$ cat src/rtl/bp_fe_bp_resolve_tracker.sv
// bp_fe_bp_resolve_tracker
//
// Update-side tracker for the two-level local branch predictor. It forwards
// fetch's prediction reads to the predictor and remembers each accepted read
// as {idx, predicted direction} in an in-order in-flight queue. When the
// oldest branch resolves, it compares the actual direction against the
// recorded prediction and drives the predictor update port one cycle later.
// It also keeps saturating resolved/mispredict counters and a sticky error
// flag for resolves that arrive with nothing in flight.
//
// Ports:
//   clk_i, reset_i        clock, synchronous active-low reset
//   fetch_v_i/_idx_i      fetch prediction request and branch index
//   fetch_ready_o         queue can take a request this cycle
//   fetch_taken_o         prediction returned to fetch (same cycle)
//   r_v_o/idx_r_o         predictor read port
//   predict_i             predictor read data (combinational from idx_r_o)
//   res_v_i/res_taken_i   oldest in-flight branch resolves, actual direction
//   flush_i               discard all in-flight entries
//   w_v_o/idx_w_o         predictor update valid and index
//   correct_o             recorded prediction matched actual direction
//   count_o               number of in-flight entries
//   resolved_cnt_o        saturating count of processed resolves
//   mispredict_cnt_o      saturating count of resolves with correct_o = 0
//   error_o               sticky: resolve seen while queue empty
//
// Handshake: a fetch request is accepted exactly in a cycle where
// fetch_v_i & fetch_ready_o; fetch_ready_o never depends on fetch_v_i, and
// the predictor read (r_v_o) is issued only for accepted requests. There is
// no backpressure on resolves: res_v_i is a single-cycle event that pops the
// head entry if one exists.

module bp_fe_bp_resolve_tracker #(
  parameter int bht_idx_width_p = 2,
  parameter int els_p           = 4,
  parameter int cnt_width_p     = 16
) (
  input  logic                          clk_i,
  input  logic                          reset_i,
  input  logic                          fetch_v_i,
  input  logic [bht_idx_width_p-1:0]    fetch_idx_i,
  output logic                          fetch_ready_o,
  output logic                          fetch_taken_o,
  output logic                          r_v_o,
  output logic [bht_idx_width_p-1:0]    idx_r_o,
  input  logic                          predict_i,
  input  logic                          res_v_i,
  input  logic                          res_taken_i,
  input  logic                          flush_i,
  output logic                          w_v_o,
  output logic [bht_idx_width_p-1:0]    idx_w_o,
  output logic                          correct_o,
  output logic [$clog2(els_p+1)-1:0]    count_o,
  output logic [cnt_width_p-1:0]        resolved_cnt_o,
  output logic [cnt_width_p-1:0]        mispredict_cnt_o,
  output logic                          error_o
);

  localparam int ptr_w_lp = $clog2(els_p);
  localparam int cnt_w_lp = $clog2(els_p+1);
  localparam logic [cnt_w_lp-1:0] full_lp = cnt_w_lp'(els_p);

  // In-flight storage; contents need no reset because count/pointers do.
  logic [bht_idx_width_p-1:0] idx_mem_q   [els_p];
  logic                       taken_mem_q [els_p];

  logic [ptr_w_lp-1:0]        head_q, head_d;
  logic [ptr_w_lp-1:0]        tail_q, tail_d;
  logic [cnt_w_lp-1:0]        count_q, count_d;
  logic                       w_v_q, w_v_d;
  logic [bht_idx_width_p-1:0] idx_w_q, idx_w_d;
  logic                       correct_q, correct_d;
  logic [cnt_width_p-1:0]     res_cnt_q, res_cnt_d;
  logic [cnt_width_p-1:0]     mis_cnt_q, mis_cnt_d;
  logic                       err_q, err_d;

  logic accept;
  logic res_ok;
  logic res_empty;
  logic correct_now;

  // Read path. Full blocks enqueue even when a resolve frees a slot in the
  // same cycle, which keeps fetch_ready_o independent of res_v_i.
  assign fetch_ready_o = (count_q != full_lp) & ~flush_i;
  assign accept        = fetch_v_i & fetch_ready_o;
  assign r_v_o         = accept;
  assign idx_r_o       = fetch_idx_i;
  assign fetch_taken_o = predict_i;

  // A resolve only counts when something is in flight; an enqueue in the
  // same cycle is not visible to it.
  assign res_ok      = res_v_i & (count_q != '0);
  assign res_empty   = res_v_i & (count_q == '0);
  assign correct_now = (taken_mem_q[head_q] == res_taken_i);

  always_comb begin
    head_d    = head_q;
    tail_d    = tail_q;
    count_d   = count_q;
    w_v_d     = res_ok;
    idx_w_d   = idx_w_q;
    correct_d = correct_q;
    res_cnt_d = res_cnt_q;
    mis_cnt_d = mis_cnt_q;
    err_d     = err_q | res_empty;

    if (res_ok) begin
      idx_w_d   = idx_mem_q[head_q];
      correct_d = correct_now;
      if (res_cnt_q != '1) res_cnt_d = res_cnt_q + cnt_width_p'(1);
      if (!correct_now && (mis_cnt_q != '1)) mis_cnt_d = mis_cnt_q + cnt_width_p'(1);
    end

    if (flush_i) begin
      // The same-cycle resolve above is still reported; the queue empties.
      head_d  = '0;
      tail_d  = '0;
      count_d = '0;
    end else begin
      // Power-of-two depth: pointers wrap by natural overflow.
      if (accept) tail_d = tail_q + ptr_w_lp'(1);
      if (res_ok) head_d = head_q + ptr_w_lp'(1);
      case ({accept, res_ok})
        2'b10:   count_d = count_q + cnt_w_lp'(1);
        2'b01:   count_d = count_q - cnt_w_lp'(1);
        default: count_d = count_q;
      endcase
    end
  end

  always_ff @(posedge clk_i) begin
    if (!reset_i) begin
      head_q    <= '0;
      tail_q    <= '0;
      count_q   <= '0;
      w_v_q     <= 1'b0;
      idx_w_q   <= '0;
      correct_q <= 1'b0;
      res_cnt_q <= '0;
      mis_cnt_q <= '0;
      err_q     <= 1'b0;
    end else begin
      head_q    <= head_d;
      tail_q    <= tail_d;
      count_q   <= count_d;
      w_v_q     <= w_v_d;
      idx_w_q   <= idx_w_d;
      correct_q <= correct_d;
      res_cnt_q <= res_cnt_d;
      mis_cnt_q <= mis_cnt_d;
      err_q     <= err_d;
    end
  end

  always_ff @(posedge clk_i) begin
    if (reset_i && accept) begin
      idx_mem_q[tail_q]   <= fetch_idx_i;
      taken_mem_q[tail_q] <= predict_i;
    end
  end

  assign w_v_o            = w_v_q;
  assign idx_w_o          = idx_w_q;
  assign correct_o        = correct_q;
  assign count_o          = count_q;
  assign resolved_cnt_o   = res_cnt_q;
  assign mispredict_cnt_o = mis_cnt_q;
  assign error_o          = err_q;

endmodule

$ cat config.mk
export PLATFORM = sky130hd
export DESIGN_NAME = bp_fe_bp_resolve_tracker
export DESIGN_NICKNAME = d
export VERILOG_FILES = /design/src/rtl/bp_fe_bp_resolve_tracker.sv
export SDC_FILE = /design/constraint.sdc
export NUM_CORES = 1
export LEC_CHECK = 0
export ABC_AREA = 0
export CORE_ASPECT_RATIO = 1.1
export CORE_MARGIN = 2
export CORE_UTILIZATION = 51
export CTS_CLUSTER_DIAMETER = 50
export DETAILED_ROUTE_END_ITERATION = 8
export HOLD_SLACK_MARGIN = 0.15
export PLACE_DENSITY = 0.84
export SLEW_MARGIN = 20
export SYNTH_ARGS = -nofsm -noshare
export SYNTH_HDL_FRONTEND = slang
export SYNTH_SLANG_ARGS = --single-unit
$ cat constraint.sdc
create_clock -name clk_i -period 3 [get_ports clk_i]
set_input_delay 0.3 -clock clk_i [delete_from_list [all_inputs] [get_ports clk_i]]
set_output_delay 0.3 -clock clk_i [all_outputs]
set_load 0.02 [all_outputs]
==> impl_metrics.py <==
metrics = {
    "floorplan": {
        "initial_core_util": 0.538,
        "rows": 27,
        "design.core.area_um2": 5070,
        "die_x_um": 73.7,
        "fp.dieH_um": 80.7,
        "ioPinCount": 54,
        "die-area_um2": 5950,
    },
    "global_route": {
        "global_route_total_overflow": 0,
        "grt_pass1_vias": 2162,
        "grt_util_all_layers": 0.213,
        "global_route_wire_length_before_repair_um": 9800,
        "number_of_antenna_violations_at_the_first_check_in_global_routing": 0,
        "grt_max_degree": 26,
    },
    "power_and_ir_drop": {
        "pwr_density_cell_nw_per_um2": 478,
        "power.ir.vdd_worst_v": 0.000322,
        "switching_share": 0.227,
        "power_leakage_nw": 1.20,
        "sequentialPowerShare": 0.481,
        "p_int_w": 0.00130,
        "share_clk_of_total_power": 0.461,
        "power_frac_comb": 0.058,
        "power_switching_w": 0.000381,
    },
    "worst_hold_path": {
        "hp-class": "reg2reg",
        "whs_path_depth": 2,
    },
    "worst_setup_path": {
        "endpoint_kind": "primary output",
        "crit_path_top_delay_cell": "clkdlybuf4s50_1",
        "crit_chain": "inv_1, a31oi_1, and2_1, clkdlybuf4s50_1",
        "path_class": "reg2out",
        "worst_ep_required_time_ns": 2.70,
        "crit_path_max_incr_delay_ns": 0.66,
        "timing.reg2reg.worst_path_depth": 9,
        "cp_max_fo": 8,
        "reg2reg_slack_ns": 0.64,
        "cp_data_arrival_time_ns": 2.13,
        "critPathLaunchType": "flop",
    },
    "sta": {
        "minimum_clock_period_ns": 2.43,
        "finClkSkew_ns": 0.00729,
        "fin_tns_setup_ns": 0,
        "final_min_period_over_clock_period": 0.808,
        "timing.fmax_mhz": 412,
        "hold_violations": 0,
        "report.final.slew_viol_count": 0,
        "worst_slew_pin_slew_ns": 0.620,
        "timing.slew.headroom": 0.587,
        "final_critical_path_setup_slack_ns": 0.575,
        "setup-violations-final": 0,
        "grt_setup_unrepaired": "no",
    },
    "routing": {
        "avgRoutedWirePerCell_um": 14.9,
        "viasPerCell": 5.71,
        "drcViolationCount": 0,
        "drt_first_iter_violations": 170,
        "num_vias": 2295,
        "postRouteAntennaNets": 0,
        "route.final.wire_length_um": 5970,
        "drtPass1Iterations": 4,
    },
    "clocking": {
        "numCtsBuffers": 9,
        "cts_post_setup_buffers_inserted": 0,
        "cts.path.max_buffers": 2,
        "tritoncts": "done",
        "insertion_delay_ns": 0.34,
        "root_buffer": "clkbuf_8",
        "hold_buffers": 0,
        "post_cts.resized_instances": 0,
        "path_clk_slew_ns": 0.07,
        "cts_htree_levels": 3,
        "numClockSinks": 58,
    },
    "logic_synthesis": {
        "synth_most_common_cell": "dfxtp_1",
        "synthTopCellsByArea": "dfxtp_1, edfxtp_1, nand2_1",
        "warning_count_from_the_yosys_run": 0,
        "synth_nets": 300,
        "synth.distinct_cells": 42,
        "synth_flop_cell": "dfxtp_1",
        "syn-mean-instance-area_um2": 9.64,
        "synthTopCellsByCount": "dfxtp_1, nand2_1, nor2_1",
        "synth_seq_area_share": 0.470,
        "asyncSetResetFlopFracSynth": 0,
        "yosysTopAreaCell": "dfxtp_1",
        "synth_enable_flop_cells": 12,
        "syn-cell-area_um2": 2730,
        "synthCells": 283,
        "synth_top_area_frac": 0.338,
        "synth_seq_cells": 58,
    },
    "run_status": {
        "status": "finished clean",
    },
    "cells_and_area": {
        "fin_nets": 356,
        "area_delta_synth_final_pct": 29.0,
        "fill_cell_total_of_the_finished_layout": 403,
        "antennaDiodeCount": 0,
        "drive_gt1_frac": 0.0843,
    },
    "placement": {
        "dp.final_hpwl_um": 4270,
        "routabilityCongestion": 0.865,
        "detailedPlace.worstSlack_ns": 0.420,
        "portBuffers": 53,
    },
    "run": {
        "maxcap_viol_count": 0,
    },
}
==> power by group through the flow <==
| stage | clock network (W) | logic (W) | registers, W |
|---|---|---|---|
| 3_3_place_gp | 0 | 0.0000947 | 0.000826 |
| 6_report | 0.000774 | 0.0000978 | 0.000809 |
| 3_5_place_dp | 0 | 0.0000976 | 0.000826 |
| 2_1_floorplan | 0 | 0.0000534 | 0.000830 |
| 4_1_cts | 0.000782 | 0.0000984 | 0.000809 |
| 5_1_grt | 0.000811 | 0.000107 | 0.000809 |
==> registers in the layout, indices dropped and copies added (netlist names), named ones only <==
signal	count
idx_mem_q	8
error_o	1
count_o	3
mispredict_cnt_o	16
w_v_o	1
head_q	2
resolved_cnt_o	16
correct_o	1
tail_q	2
taken_mem_q	4
idx_w_o	2
==> cell families after synthesis <==
family | share of synthesized area
flops | 0.470
fa+ha+maj | 0.0394
buf+inv | 0.0362
compound gates | 0.0950
xor+xnor | 0.0550
simple gates | 0.243
mux | 0.0615
==> area by class of cell <==
type	count	area (um2)	share of cell area
clock buffer	11	163	0.0462
clock inverter	5	60.1	0.0171
inverter	13	48.8	0.0139
multi-input combinational	202	1350	0.383
sequential	58	1280	0.364
tap	58	72.6	0.0206
timing repair buffer	55	546	0.155
==> layout by cell type, fill, tap and decap left out, drive strengths merged <==
cell	instances
nor3	6
o31ai	7
or3	5
xor2	3
and3	9
a211oi	1
a21o	2
o31a	1
clkinvlp	4
clkbuf	11
buf	2
nand2b	9
clkinv	1
nor4	6
o211ai	1
fa	1
mux4	3
dfxtp	46
ha	7
o311a	1
nor2	24
a31oi	1
mux2i	10
bufinv	1
or4	5
o41ai	1
a31o	1
nand2	35
nand3	12
edfxtp	12
nand4	10
inv	12
clkdlybuf4s50	53
a21oi	18
and4	4
o21ai	5
xnor2	12
and2	2
==> per-layer routing <==
layer / part of all wire / GRT usage / vias to the layer above
met5: 0 / 0 / -
met4: 0.015 / 0.0891 / 0
met3: 0.049 / 0.0514 / 10
met2: 0.50 / 0.358 / 53
met1: 0.44 / 0.260 / 1104
li1: - / - / 1128
==> per-stage QoR <==
step	instances	utilization	area (um2)	total power, W	hold WS (ns)
after CTS	402	0.694	3520	0.00169	0.476
after detailed placement	386	0.650	3300	0.000924	0.462
after global placement	386	0.650	3300	0.000921	0.460
final	402	0.694	3520	0.00168	0.473
after floorplan	283	-	2730	0.000884	0.399
after global routing	402	0.694	3520	0.00173	0.492
==> worst paths after layout <==
check | start | to
worst min-delay path | idx_w_o[0]$_SDFFE_PN0P_ | idx_w_o[0]$_SDFFE_PN0P_
worst max register to register | count_o[0]$_SDFFE_PP0P_ | count_o[2]$_SDFFE_PP0P_
worst min register to register | idx_w_o[0]$_SDFFE_PN0P_ | idx_w_o[0]$_SDFFE_PN0P_
worst max-delay path | count_o[0]$_SDFFE_PP0P_ | r_v_o
==> critical path: cells and delay by family, from the launching register on <==
family / cells / cell delay (ns)
compound gates: 1 / 0.23
buf+inv: 2 / 0.78
flops: 1 / 0.45
simple gates: 1 / 0.32
Power figures use the tool's default switching activity.
